--- src/rtl/dcache_controller.sv ---
// Direct-mapped write-back data cache controller: 8-bit CPU port, 32-bit block memory port.
// Optional hit/miss statistics counters are enabled with `define DCACHE_STATS_EN.
module dcache_controller #(
  parameter int INDEX_BITS  = 3,
  parameter int OFFSET_BITS = 2
) (
  input  logic        CLK,
  input  logic        RESET,
  input  logic        READ,
  input  logic        WRITE,
  input  logic [7:0]  ADDRESS,
  input  logic [7:0]  WRITEDATA,
  output logic [7:0]  READDATA,
  output logic        BUSYWAIT,
  output logic        MEM_READ,
  output logic        MEM_WRITE,
  output logic [5:0]  MEM_ADDRESS,
  output logic [31:0] MEM_WRITEDATA,
  input  logic [31:0] MEM_READDATA,
  input  logic        MEM_BUSYWAIT
`ifdef DCACHE_STATS_EN
  ,
  output logic [15:0] HIT_COUNT,
  output logic [15:0] MISS_COUNT
`endif
);
  localparam int TAG_BITS = 6 - INDEX_BITS;
  localparam int NLINES   = 1 << INDEX_BITS;

  typedef enum logic [1:0] {S_IDLE, S_WRITEBACK, S_REFILL, S_UPDATE} state_t;

  state_t r_state, w_next;

  logic [NLINES-1:0]   r_valid, r_dirty;
  logic [TAG_BITS-1:0] r_tag  [NLINES];
  logic [31:0]         r_data [NLINES];

  logic [TAG_BITS-1:0]   r_cap_tag;
  logic [INDEX_BITS-1:0] r_idx;
  logic [31:0]           r_refill_data;

  logic [TAG_BITS-1:0]    w_tag;
  logic [INDEX_BITS-1:0]  w_idx;
  logic [OFFSET_BITS-1:0] w_off;
  logic [31:0]            w_line;
  logic w_req, w_hit, w_idle_hit, w_rd_hit, w_wr_hit, w_miss, w_mem_done;

  assign w_tag      = ADDRESS[7 -: TAG_BITS];
  assign w_idx      = ADDRESS[OFFSET_BITS +: INDEX_BITS];
  assign w_off      = ADDRESS[OFFSET_BITS-1:0];
  assign w_line     = r_data[w_idx];
  assign w_req      = READ | WRITE;
  assign w_hit      = r_valid[w_idx] && (r_tag[w_idx] == w_tag);
  assign w_idle_hit = (r_state == S_IDLE) && w_hit;
  // READ with WRITE is a store
  assign w_rd_hit   = READ && !WRITE && w_idle_hit;
  assign w_wr_hit   = WRITE && w_idle_hit;
  assign w_miss     = (r_state == S_IDLE) && w_req && !w_hit;
  assign w_mem_done = !MEM_BUSYWAIT;

  assign BUSYWAIT = w_req && !w_idle_hit;
  assign READDATA = w_rd_hit ? w_line[{w_off, 3'b000} +: 8] : 8'h00;

  always_ff @(posedge CLK or negedge RESET) begin
    if (!RESET) r_state <= S_IDLE;
    else        r_state <= w_next;
  end

  always_comb begin
    w_next = r_state;
    case (r_state)
      S_IDLE:      if (w_miss) w_next = (r_valid[w_idx] && r_dirty[w_idx]) ? S_WRITEBACK : S_REFILL;
      S_WRITEBACK: if (w_mem_done) w_next = S_REFILL;
      S_REFILL:    if (w_mem_done) w_next = S_UPDATE;
      S_UPDATE:    w_next = S_IDLE;
      default:     w_next = S_IDLE;
    endcase
  end

  always_comb begin
    MEM_READ      = 1'b0;
    MEM_WRITE     = 1'b0;
    MEM_ADDRESS   = 6'h00;
    MEM_WRITEDATA = 32'h0;
    case (r_state)
      S_WRITEBACK: begin
        MEM_WRITE     = 1'b1;
        MEM_ADDRESS   = {r_tag[r_idx], r_idx};
        MEM_WRITEDATA = r_data[r_idx];
      end
      S_REFILL: begin
        MEM_READ    = 1'b1;
        MEM_ADDRESS = {r_cap_tag, r_idx};
      end
      default: ;
    endcase
  end

  always_ff @(posedge CLK or negedge RESET) begin
    if (!RESET) begin
      r_valid       <= '0;
      r_dirty       <= '0;
      r_cap_tag     <= '0;
      r_idx         <= '0;
      r_refill_data <= '0;
    end else begin
      if (w_wr_hit) r_dirty[w_idx] <= 1'b1;
      if (w_miss) begin
        r_cap_tag <= w_tag;
        r_idx     <= w_idx;
      end
      if (r_state == S_REFILL && w_mem_done) r_refill_data <= MEM_READDATA;
      if (r_state == S_UPDATE) begin
        r_valid[r_idx] <= 1'b1;
        r_dirty[r_idx] <= 1'b0;
      end
    end
  end

  // Tag and data contents are qualified by valid, so they need no reset
  always_ff @(posedge CLK) begin
    if (w_wr_hit) r_data[w_idx][{w_off, 3'b000} +: 8] <= WRITEDATA;
    if (r_state == S_UPDATE) begin
      r_data[r_idx] <= r_refill_data;
      r_tag[r_idx]  <= r_cap_tag;
    end
  end

`ifdef DCACHE_STATS_EN
  logic [15:0] r_hit_cnt, r_miss_cnt;
  logic        r_after_refill;

  assign HIT_COUNT  = r_hit_cnt;
  assign MISS_COUNT = r_miss_cnt;

  // The hit that finishes a refilled access is not a true hit
  always_ff @(posedge CLK or negedge RESET) begin
    if (!RESET) begin
      r_hit_cnt      <= '0;
      r_miss_cnt     <= '0;
      r_after_refill <= 1'b0;
    end else begin
      if (r_state == S_UPDATE) r_after_refill <= 1'b1;
      else if (w_req && w_idle_hit) begin
        if (r_after_refill)            r_after_refill <= 1'b0;
        else if (r_hit_cnt != 16'hFFFF) r_hit_cnt     <= r_hit_cnt + 16'd1;
      end
      if (w_miss && r_miss_cnt != 16'hFFFF) r_miss_cnt <= r_miss_cnt + 16'd1;
    end
  end
`endif

endmodule

--- config.mk ---
export PLATFORM = sky130hd
export DESIGN_NAME = dcache_controller
export DESIGN_NICKNAME = d
export VERILOG_FILES = /design/src/rtl/dcache_controller.sv
export SDC_FILE = /design/constraint.sdc
export NUM_CORES = 1
export LEC_CHECK = 0
export CAP_MARGIN = 20
export CORE_ASPECT_RATIO = 2
export CORE_MARGIN = 2
export CORE_UTILIZATION = 45
export CTS_BUF_LIST = sky130_fd_sc_hd__clkbuf_2
export DETAILED_ROUTE_END_ITERATION = 12
export GPL_ROUTABILITY_DRIVEN = 0
export SYNTH_ARGS = -nofsm -noshare
export SYNTH_HDL_FRONTEND = slang
export SYNTH_SLANG_ARGS = --single-unit
--- constraint.sdc ---
create_clock -name CLK -period 3.5 [get_ports CLK]
set_input_delay 0.35 -clock CLK [delete_from_list [all_inputs] [get_ports CLK]]
set_output_delay 0.35 -clock CLK [all_outputs]
set_load 0.03 [all_outputs]
==> impl_metrics.toml, run 1 <==
[outcome]
status = "complete, but fails checks"
violations = "setup timing"

[floorplanning]
coreArea_um2 = 36290
chipHeight_um = 274.2
rows = 99
die_area_um2 = 38140
start_util_pct = 45.26
die_x_um = 139.1
ioPinCount = 102

[synth]
ys_seq_area_share_pct = 59.72
ys_types = 61
ys_ff_latch = 336
yosys.area_share.simple_pct = 6.040
synth_cells = 1066
ys.flop_type = "edfxtp_1"
synth_compound_area_share_pct = 9.780
syn_avg_cell_area_um2 = 15.41
synth_fa_ha_area_share_pct = 0.6855
synthMuxAreaShare_pct = 21.05
syn-cell-area_um2 = 16430
synthArstFlopShare_pct = 16.67
ys_warn_count = 0
syn-num-nets = 1128
synth-edff-count = 280
synth_top_family_by_area = "multiplexers"
synth-xor-area-share_pct = 0

[grt]
grt_pass1_wl_mm = 76.76
grt_max_degree = 38
grt-ovfl-total = 0
use_met2_pct = 51.52
use_met1_pct = 29.59
antenna_found_initial = 1
grt.total_usage_pct = 28.13
grt_use_met3_pct = 4.680
grt_pass1_vias = 12120
busiest_layer = "met2"

[timing]
finalCritPeriodShare_pct = 106.9
holdWs_ns = 0.07022
timing.fmax_ghz = 0.2673
period_needed_ns = 3.741
drv_slew = 0
skew_ns = 0.06962
setup_ws_ns = -0.2415
tightestPinTransition_ns = 0.9064
max-slew-margin-rel_pct = 39.11
setup_viol_count_final = 8
finalHoldViolations = 0
rsz0062_at_grt = "yes"

[detailed_routing]
drt_drc_violations_left = 0
drt-initial-drc-count = 1023
first_pass_iters = 6
antenna_left = 0
avgRoutedWirePerCell_um = 29.47
viasPerCell = 6.235
routed_wl_mm = 53.81
vias = 11390

[min_path]
hp-start = "ADDRESS[3]"
min_path_type = "in -> reg"

[cts]
clockBufferDepth = 3
clockRootBuffer = "clkbuf_2"
insertion_delay_ns = 0.97
cts_tree = "done"
cts_buffers = 76
cts_sinks = 336
htree_levels = 3
path_clk_slew_ns = 0.12

[pwr]
powerDensity_nw_per_um2 = 696.6
peakVddDrop_mv = 0.5645
p_leak_nw = 7.401
finalPower_w = 0.01387

[final_layout]
fillers = 3004
seq_area_um2 = 9821
finalNonFillerCells = 1826
areaGrowthSynthToFinish_pct = 21.24
final_nets = 1379
utilization_pct = 54.88
multiInputGateArea_um2 = 6264
layout-drive-gt1-share_pct = 32.90

[placed_design]
dp_cells = 1642
dp_hpwl_mm = 37.31
numPortBuffers = 101
pre_cts_ws_ns = 0.3018

[critical_path]
crit_start = "r_tag[1][0]$_DFFE_PP_"
reg2reg_from = "r_tag[1][0]$_DFFE_PP_"
cp_max_fo = 8
cp_data_required_time_ns = 3.15
cp.arrival_ns = 3.39
path_class = "reg -> out"
end_kind = "output port"
crit_path_start_kind = "flop"

[flow_run]
cap_violations = 0
logic make-up (layout without fill, tap and decap cells):
logic type	Yosys count	count (layout)
AO/OA/AOI/OAI	210	210
adder cells (fa/ha/maj)	9	9
buffers and inverters	104	409
flip-flops	336	336
multiplexers	230	230
other	0	1
AND/OR/NAND/NOR	177	177
layout by cell type (no fill, tap or decap), drive strengths merged, types with 3 or more instances in the layout:
master and n:
nand2 22, nand2b 9, mux2i 63, nand3 5, o41ai 4, nor2b 40, nor3 14, mux2 83
a211oi 9, or4 3, clkdlybuf4s50 51, a211o 4, or3 3, a2bb2oi 5, or2 10, a22oi 6
dlygate4sd3 39, o22ai 41, ha 9, and3 3, o221ai 25, and2 35, a22o 39, clkinv 12
a21oi 23, clkbuf 119, a221oi 12, a31oi 3, dfrtp 56, nor2 26, dlygate4sd2 33, o21ai 20
buf 123, inv 26, mux4 84, edfxtp 280
cell usage after synthesis, drive strengths merged, types with 3 or more instances:
cell	n	area share (%)
a211o	4	0.27
nand3	5	0.15
dfrtp	56	8.5
ha	9	0.69
mux2	83	5.7
nor2	26	0.59
a22oi	6	0.27
edfxtp	280	51
and3	3	0.11
nor2b	40	1.5
a221oi	12	0.64
nand2b	9	0.36
o21ai	20	0.61
a21oi	23	0.72
or4	3	0.14
mux4	84	12
mux2i	63	3.8
nor3	14	0.49
and2	35	1.3
a211oi	9	0.50
or3	3	0.14
inv	25	0.57
o41ai	4	0.40
a2bb2oi	5	0.27
a31oi	3	0.11
a22o	39	2.1
buf	41	1.3
clkbuf	38	0.87
o22ai	41	1.6
nand2	22	0.50
or2	10	0.38
o221ai	25	1.3
through the flow:
| step | TNS, ns | area, um2 |
|---|---|---|
| after floorplan | 0 | 16430 |
| after global placement | 0 | 18590 |
| after detailed placement | 0 | 18590 |
| after CTS | -2.270 | 19830 |
| after global routing | -2.661 | 19920 |
| final | -1.601 | 19920 |
timing repair:
item | in CTS | in global routing
pin swaps | 3 | 3
gates resized for setup | 56 | 9
cloned | 0 | 1
setup endpoints to repair | 47 | 20
setup buffers | 8 | 3
hold endpoints to repair | 92 | 0
hold buffers | 39 | 0
cell type report:
type | count | share of cell area, %
flip-flops and latches | 336 | 49.31
multi-input cells | 626 | 31.45
repair buffers | 252 | 12.41
clock buffers | 117 | 2.940
well taps | 454 | 2.852
clock inverters | 15 | 0.5591
inverters | 25 | 0.4712
diodes | 1 | 0.01256
metal layers:
metal | routed length, um | vias to the layer above
li1 | - | 4852
met1 | 17970 | 5811
met2 | 29020 | 553
met3 | 3144 | 170
met4 | 3668 | 0
met5 | 0 | -
path summary, 6_finish.rpt:
check	end	slack, ns	depth (start not counted)
min in group asynchronous	r_dirty[5]$_DFF_PN0_	0.58	4
setup reg to reg	r_data[5][15]$_DFFE_PP_	0.62	8
max in group asynchronous	r_cap_tag[1]$_DFFE_PN0P_	2.09	5
hold / removal	r_idx[1]$_DFFE_PN0P_	0.07	3
hold reg to reg	r_valid[6]$_DFFE_PN0P_	0.48	1
setup / recovery	READDATA[0]	-0.24	8
power by group:
part	switching, W	internal, W	total, W
logic	0.00303	0.00251	0.00553
registers	0.000501	0.00529	0.00579
clock network	0.00153	0.00102	0.00255
total	0.00505	0.00882	0.0139
state kept, by name, indices dropped and copies added, names as in the netlist:
signal         flops
r_tag             24
r_data           256
r_cap_tag          3
r_dirty            8
r_valid            8
r_refill_data     32
r_idx              3
r_state            2
worst max-delay path: stages, from the launching register on:
cell and delay [ns]:
edfxtp_1 0.41, mux2i_1 0.15, o22ai_1 0.11, or3_4 0.38, a211o_4 0.33, or4_4 0.44, buf_12 0.18, a211oi_4 0.25
buf_12 0.16
Power figures use the tool's default switching activity.
==> run 2: changes to the inputs <==
--- a/config.mk
+++ b/config.mk
@@ -11,7 +11,7 @@
 export CORE_UTILIZATION = 45
 export CTS_BUF_LIST = sky130_fd_sc_hd__clkbuf_2
 export DETAILED_ROUTE_END_ITERATION = 12
-export GPL_ROUTABILITY_DRIVEN = 0
+export PLACE_DENSITY_LB_ADDON = 0.3
 export SYNTH_ARGS = -nofsm -noshare
 export SYNTH_HDL_FRONTEND = slang
 export SYNTH_SLANG_ARGS = --single-unit
==> run 2 against run 1 <==
  * The flow still finishes with violations (setup timing)
  * Maximum frequency fell by 0.67%
  * Clock-buffer cell count down 17
  * Total power shrank 1.5%
  * Largest cell class unchanged
==> impl_metrics.toml, run 2 (synthesis results as in run 1) <==
[outcome]
status = "complete, but fails checks"
violations = "setup timing"

[final_layout]
areaGrowthSynthToFinish_pct = 20.16
largest_reg_flops = 256
top_regs = "r_data: 256 flops, r_refill_data: 32 flops, r_tag: 24 flops"
final_nets = 1362
layout-drive-gt1-share_pct = 32.03
layout_commonest_cell = "edfxtp_1"
utilization_pct = 54.39
final_cell_mix = "edfxtp_1 (280), clkbuf_2 (100), buf_4 (93), mux4_2 (84), mux2_2 (83)"
top_register = "r_data"
fillers = 3005

[timing]
setup_viol_count_final = 8
period_needed_ns = 3.767
rsz0062_at_grt = "yes"
drv_slew = 0
finalCritPeriodShare_pct = 107.6
skew_ns = 0.09036
tightestPinTransition_ns = 0.9699
max-slew-margin-rel_pct = 35.20
setup_ws_ns = -0.2667
timing.fmax_ghz = 0.2655
finalHoldViolations = 0

[floorplanning]
ioPinCount = 102
start_util_pct = 45.26
die_x_um = 139.1
chipHeight_um = 274.2
coreArea_um2 = 36290
rows = 99
die_area_um2 = 38140

[critical_path]
reg2reg_from = "r_tag[6][0]$_DFFE_PP_"
r2r_slack_ns = 0.47
crit_start = "r_tag[6][0]$_DFFE_PP_"
worst_r2r_endpoint = "r_data[0][31]$_DFFE_PP_"
cp.arrival_ns = 3.42
endpoint = "READDATA[1]"
end_kind = "output port"
cp_data_required_time_ns = 3.15
r2r_cells = 7
cp_max_fo = 4
crit_path_start_kind = "flop"
path_class = "reg -> out"

[detailed_routing]
vias = 11400
avgRoutedWirePerCell_um = 29.27
first_pass_iters = 5
drt-initial-drc-count = 959
drt_drc_violations_left = 0
viasPerCell = 6.299
routed_wl_mm = 52.98
antenna_left = 0

[min_path]
min_path_type = "in -> reg"

[pwr]
p_leak_nw = 7.244
powerDensity_nw_per_um2 = 692.3
peakVddDrop_mv = 0.4651

[grt]
grt-ovfl-total = 0
grt.total_usage_pct = 28.04
grt_pass1_wl_mm = 77.31
antenna_found_initial = 1
grt_pass1_vias = 12100
grt_max_degree = 42

[placed_design]
dp_hpwl_mm = 37.75
pre_cts_ws_ns = 0.2340
numPortBuffers = 101
place_congestion = 0.9545

[cts]
cts_buffers = 71
path_clk_slew_ns = 0.12
cts_sinks = 336
htree_levels = 3
clockBufferDepth = 3
insertion_delay_ns = 1.01
clockRootBuffer = "clkbuf_2"
cts_tree = "done"

[flow_run]
cap_violations = 0
run 2: cell count changes in the layout (fill, tap and decap cells not counted), sizes merged:
cell,change
dlygate4sd2,-1
clkdlybuf4s15,-2
inv,+3
clkbuf,-19
clkdlybuf4s50,+5
dlymetal6s2s,-2
clkinv,+10
dlygate4sd3,-6
dlygate4sd1,+1
buf,-5
run 2: per-stage QoR:
stage	setup TNS (ns)	hold slack, ns	cells	power, W	instance area [um2]
floorplan	0	0.05441	1066	0.009176	16430
global placement	0	0.4469	1640	0.01108	18560
detailed placement	0	0.4507	1640	0.01118	18560
CTS	-2.055	0.002506	1809	0.01370	19720
global route	-2.648	0.02786	1810	0.01427	19740
finish	-1.749	0.04253	1810	0.01366	19740
run 2: how the worst min path moves through the flow:
stage	endpoint	slack, ns	from	cells past startpoint
2_1_floorplan	r_cap_tag[0]$_DFFE_PN0P_	0.05	RESET	0
3_3_place_gp	r_valid[7]$_DFFE_PN0P_	0.45	r_valid[7]$_DFFE_PN0P_	1
3_5_place_dp	r_valid[7]$_DFFE_PN0P_	0.45	r_valid[7]$_DFFE_PN0P_	1
4_1_cts	r_cap_tag[1]$_DFFE_PN0P_	0.003	ADDRESS[6]	2
5_1_grt	r_refill_data[25]$_DFFE_PN0P_	0.03	MEM_READDATA[25]	2
6_report	r_cap_tag[1]$_DFFE_PN0P_	0.04	ADDRESS[6]	2
run 2: area by class of cell:
| class | instances | area [um2] | area share, % |
|---|---|---|---|
| timing repair buffer | 240 | 2316 | 11.73 |
| clock buffer | 100 | 500.5 | 2.536 |
| antenna | 1 | 2.502 | 0.01268 |
| sequential | 336 | 9818 | 49.74 |
| inverter | 25 | 93.84 | 0.4754 |
| tap | 454 | 568.0 | 2.878 |
| clock inverter | 28 | 162.7 | 0.8240 |
| multi-input combinational | 626 | 6277 | 31.80 |
run 2: worst max-delay path, cell delays in order (launching register included):
cell and delay [ns]:
edfxtp_1 0.43, mux2i_1 0.17, o22ai_1 0.12, or3_4 0.34, a211o_4 0.34, or4_4 0.46, buf_6 0.17, a211oi_4 0.22
buf_12 0.16
run 2: power by group:
| part | internal [W] | switching, W | total (W) |
|---|---|---|---|
| sequential | 0.00529 | 0.000439 | 0.00573 |
| clock | 0.000924 | 0.00150 | 0.00243 |
| combinational | 0.00249 | 0.00302 | 0.00551 |
run 2: timing repair:
action / in CTS / in global routing
resized for setup: 56 / 5
setup endpoints to repair: 44 / 10
hold buffers: 33 / 0
setup buffers: 8 / 0
hold endpoints to repair: 60 / 0
pin swaps: 3 / 0
run 2: per-layer routing:
layer	track usage [%]	part of all wire (%)
met4	22.78	9.0
met1	29.01	32
met2	49.65	52
met3	4.768	7.0
met5	0	0
==> run 3: changes to the inputs <==
--- a/config.mk
+++ b/config.mk
@@ -8,10 +8,10 @@
 export CAP_MARGIN = 20
 export CORE_ASPECT_RATIO = 2
 export CORE_MARGIN = 2
-export CORE_UTILIZATION = 45
+export CORE_UTILIZATION = 40
 export CTS_BUF_LIST = sky130_fd_sc_hd__clkbuf_2
 export DETAILED_ROUTE_END_ITERATION = 12
-export PLACE_DENSITY_LB_ADDON = 0.3
+export PLACE_DENSITY = 0.63
 export SYNTH_ARGS = -nofsm -noshare
 export SYNTH_HDL_FRONTEND = slang
 export SYNTH_SLANG_ARGS = --single-unit
==> run 3 against run 2 <==
  * The flow still finishes with violations (setup timing)
  * Hold slack better by 0.040 ns
  * Total power is 3.9% higher
  * Combinational power is 6.5% higher
  * Highest routed layer unchanged
==> impl_metrics.toml, run 3 (synthesis results as in run 1) <==
[critical_path]
crit_family = "simple AND/OR/NAND/NOR gates"
path_class = "reg -> out"
cpMaxStageDelayCell = "or4_4"
end_kind = "output port"
cp.arrival_ns = 3.37
r2r_cells = 8
crit_top_cell = "buf_12"
cp.depth = 8
r2r_slack_ns = 0.59
crit_path_start_kind = "flop"
cp_data_required_time_ns = 3.15
path_cells = "mux2i_1 -> o22ai_1 -> or3_4 -> a211o_4 -> or4_4 -> buf_12 -> a211oi_4 -> buf_12"
worst-path-buf-inv = 2
crit_path_max_incr_delay_ns = 0.43
reg2reg_from = "r_tag[3][0]$_DFFE_PP_"
cp_max_fo = 8
crit_start = "r_tag[3][0]$_DFFE_PP_"
worst_r2r_endpoint = "r_data[4][23]$_DFFE_PP_"

[final_layout]
areaGrowthSynthToFinish_pct = 21.89
layout-drive-gt1-share_pct = 33.82
largest_reg_flops = 256
fillers = 3525
layout_commonest_cell = "edfxtp_1"
top_regs = "r_data: 256 flops, r_refill_data: 32 flops, r_tag: 24 flops"
top_register = "r_data"
final_nets = 1367
design_area_um2 = 20020
final_cell_mix = "edfxtp_1 (280), clkbuf_2 (111), mux4_2 (84), buf_4 (84), mux2_2 (83)"
utilization_pct = 49.16

[placed_design]
numPortBuffers = 101
place_congestion = 0.8858
pre_cts_ws_ns = 0.3799
dp_hpwl_mm = 35.34
dpl-instance-area_um2 = 18540

[detailed_routing]
antenna_left = 0
vias = 11560
drt-initial-drc-count = 1063
routed_wl_mm = 52.98
first_pass_iters = 5
avgRoutedWirePerCell_um = 27.90
viasPerCell = 6.085
drt_drc_violations_left = 0

[cts]
cts_tree = "done"
clockRootBuffer = "clkbuf_2"
htree_levels = 3
cts_sinks = 336
path_clk_slew_ns = 0.13
insertion_delay_ns = 0.99
cts_buffers = 78
clockBufferDepth = 3

[timing]
skew_ns = 0.09951
rsz0062_at_grt = "yes"
max-slew-margin-rel_pct = 30.27
period_needed_ns = 3.717
timing.fmax_ghz = 0.2690
finalCritPeriodShare_pct = 106.2
setup_viol_count_final = 8
drv_slew = 0
tightestPinTransition_ns = 1.046
setup_ws_ns = -0.2171
holdWs_ns = 0.08277
finalHoldViolations = 0

[grt]
grt_pass1_vias = 12130
grt_pass1_wl_mm = 77.34
grt-ovfl-total = 0
grt.total_usage_pct = 24.61
antenna_found_initial = 1
grt_max_degree = 47

[outcome]
violations = "setup timing"
status = "complete, but fails checks"

[floorplanning]
chipHeight_um = 290.6
die_x_um = 147.3
rows = 105
start_util_pct = 40.33
ioPinCount = 102
coreArea_um2 = 40730
die_area_um2 = 42800

[pwr]
switching_share_pct = 36.67
pwr-share-comb_pct = 41.3
powerDensity_nw_per_um2 = 708.9
pwr-share-seq_pct = 40.4
peakVddDrop_mv = 0.4346
p_int_w = 0.008990
p_leak_nw = 7.235
netSwitchingPower_w = 0.005205
pwr-share-clk_pct = 18.3
finalPower_w = 0.01419

[min_path]
hp-start = "ADDRESS[6]"
holdPathStages = 2
holdPathEnd = "r_cap_tag[1]$_DFFE_PN0P_"
min_path_type = "in -> reg"

[flow_run]
cap_violations = 0
run 3: worst max path at each step:
stage,end,slack [ns]
finish,READDATA[1],-0.22
CTS,READDATA[1],-0.30
detailed placement,READDATA[2],0.38
global placement,READDATA[7],0.40
global route,READDATA[0],-0.36
floorplan,READDATA[4],0.54
run 3: power groups by stage:
stage / Sequential, W / Combinational, W / Clock [W]
2_1_floorplan: 0.00555 / 0.00362 / 0
3_3_place_gp: 0.00583 / 0.00522 / 0
3_5_place_dp: 0.00586 / 0.00529 / 0
4_1_cts: 0.00571 / 0.00565 / 0.00267
5_1_grt: 0.00579 / 0.00622 / 0.00286
6_report: 0.00573 / 0.00587 / 0.00260
run 3: worst reg2reg max path, cell delays in order, from the launching register on:
cell,delay (ns)
edfxtp_1,0.41
mux2i_1,0.16
o22ai_1,0.10
or3_4,0.38
a211o_4,0.34
buf_4,0.17
o41ai_2,0.56
and2_1,0.22
buf_4,0.22
run 3: cell type report:
| type | instances | area (um2) | area share [%] |
|---|---|---|---|
| timing repair buffer | 238 | 2409 | 12.03 |
| multi-input combinational | 626 | 6291 | 31.42 |
| tap | 535 | 669.4 | 3.343 |
| clock buffer | 103 | 515.5 | 2.575 |
| inverter | 25 | 93.84 | 0.4687 |
| clock inverter | 35 | 224.0 | 1.119 |
| sequential | 336 | 9818 | 49.03 |
| antenna | 1 | 2.502 | 0.01250 |
run 3: per-stage QoR:
step / instances / TNS [ns]
floorplan: 1066 / 0
global placement: 1709 / 0
detailed placement: 1709 / 0
CTS: 1894 / -2.560
global route: 1899 / -2.709
finish: 1899 / -1.544
run 3: layer usage:
layer / up-vias / wire [um] / global-route usage (%)
met4: 0 / 2753 / 12.83
met5: - / 0 / 0
li1: 4837 / - / -
met3: 154 / 4284 / 4.505
met2: 690 / 26760 / 41.90
met1: 5875 / 19180 / 29.64
run 3: timing repair:
action	CTS	global route
setup buffers	7	2
endpoints found under the hold margin	91	0
gates resized for setup	94	26
endpoints found under the setup margin	48	37
hold buffers	39	0
pin swaps	2	1
gates cloned	1	2
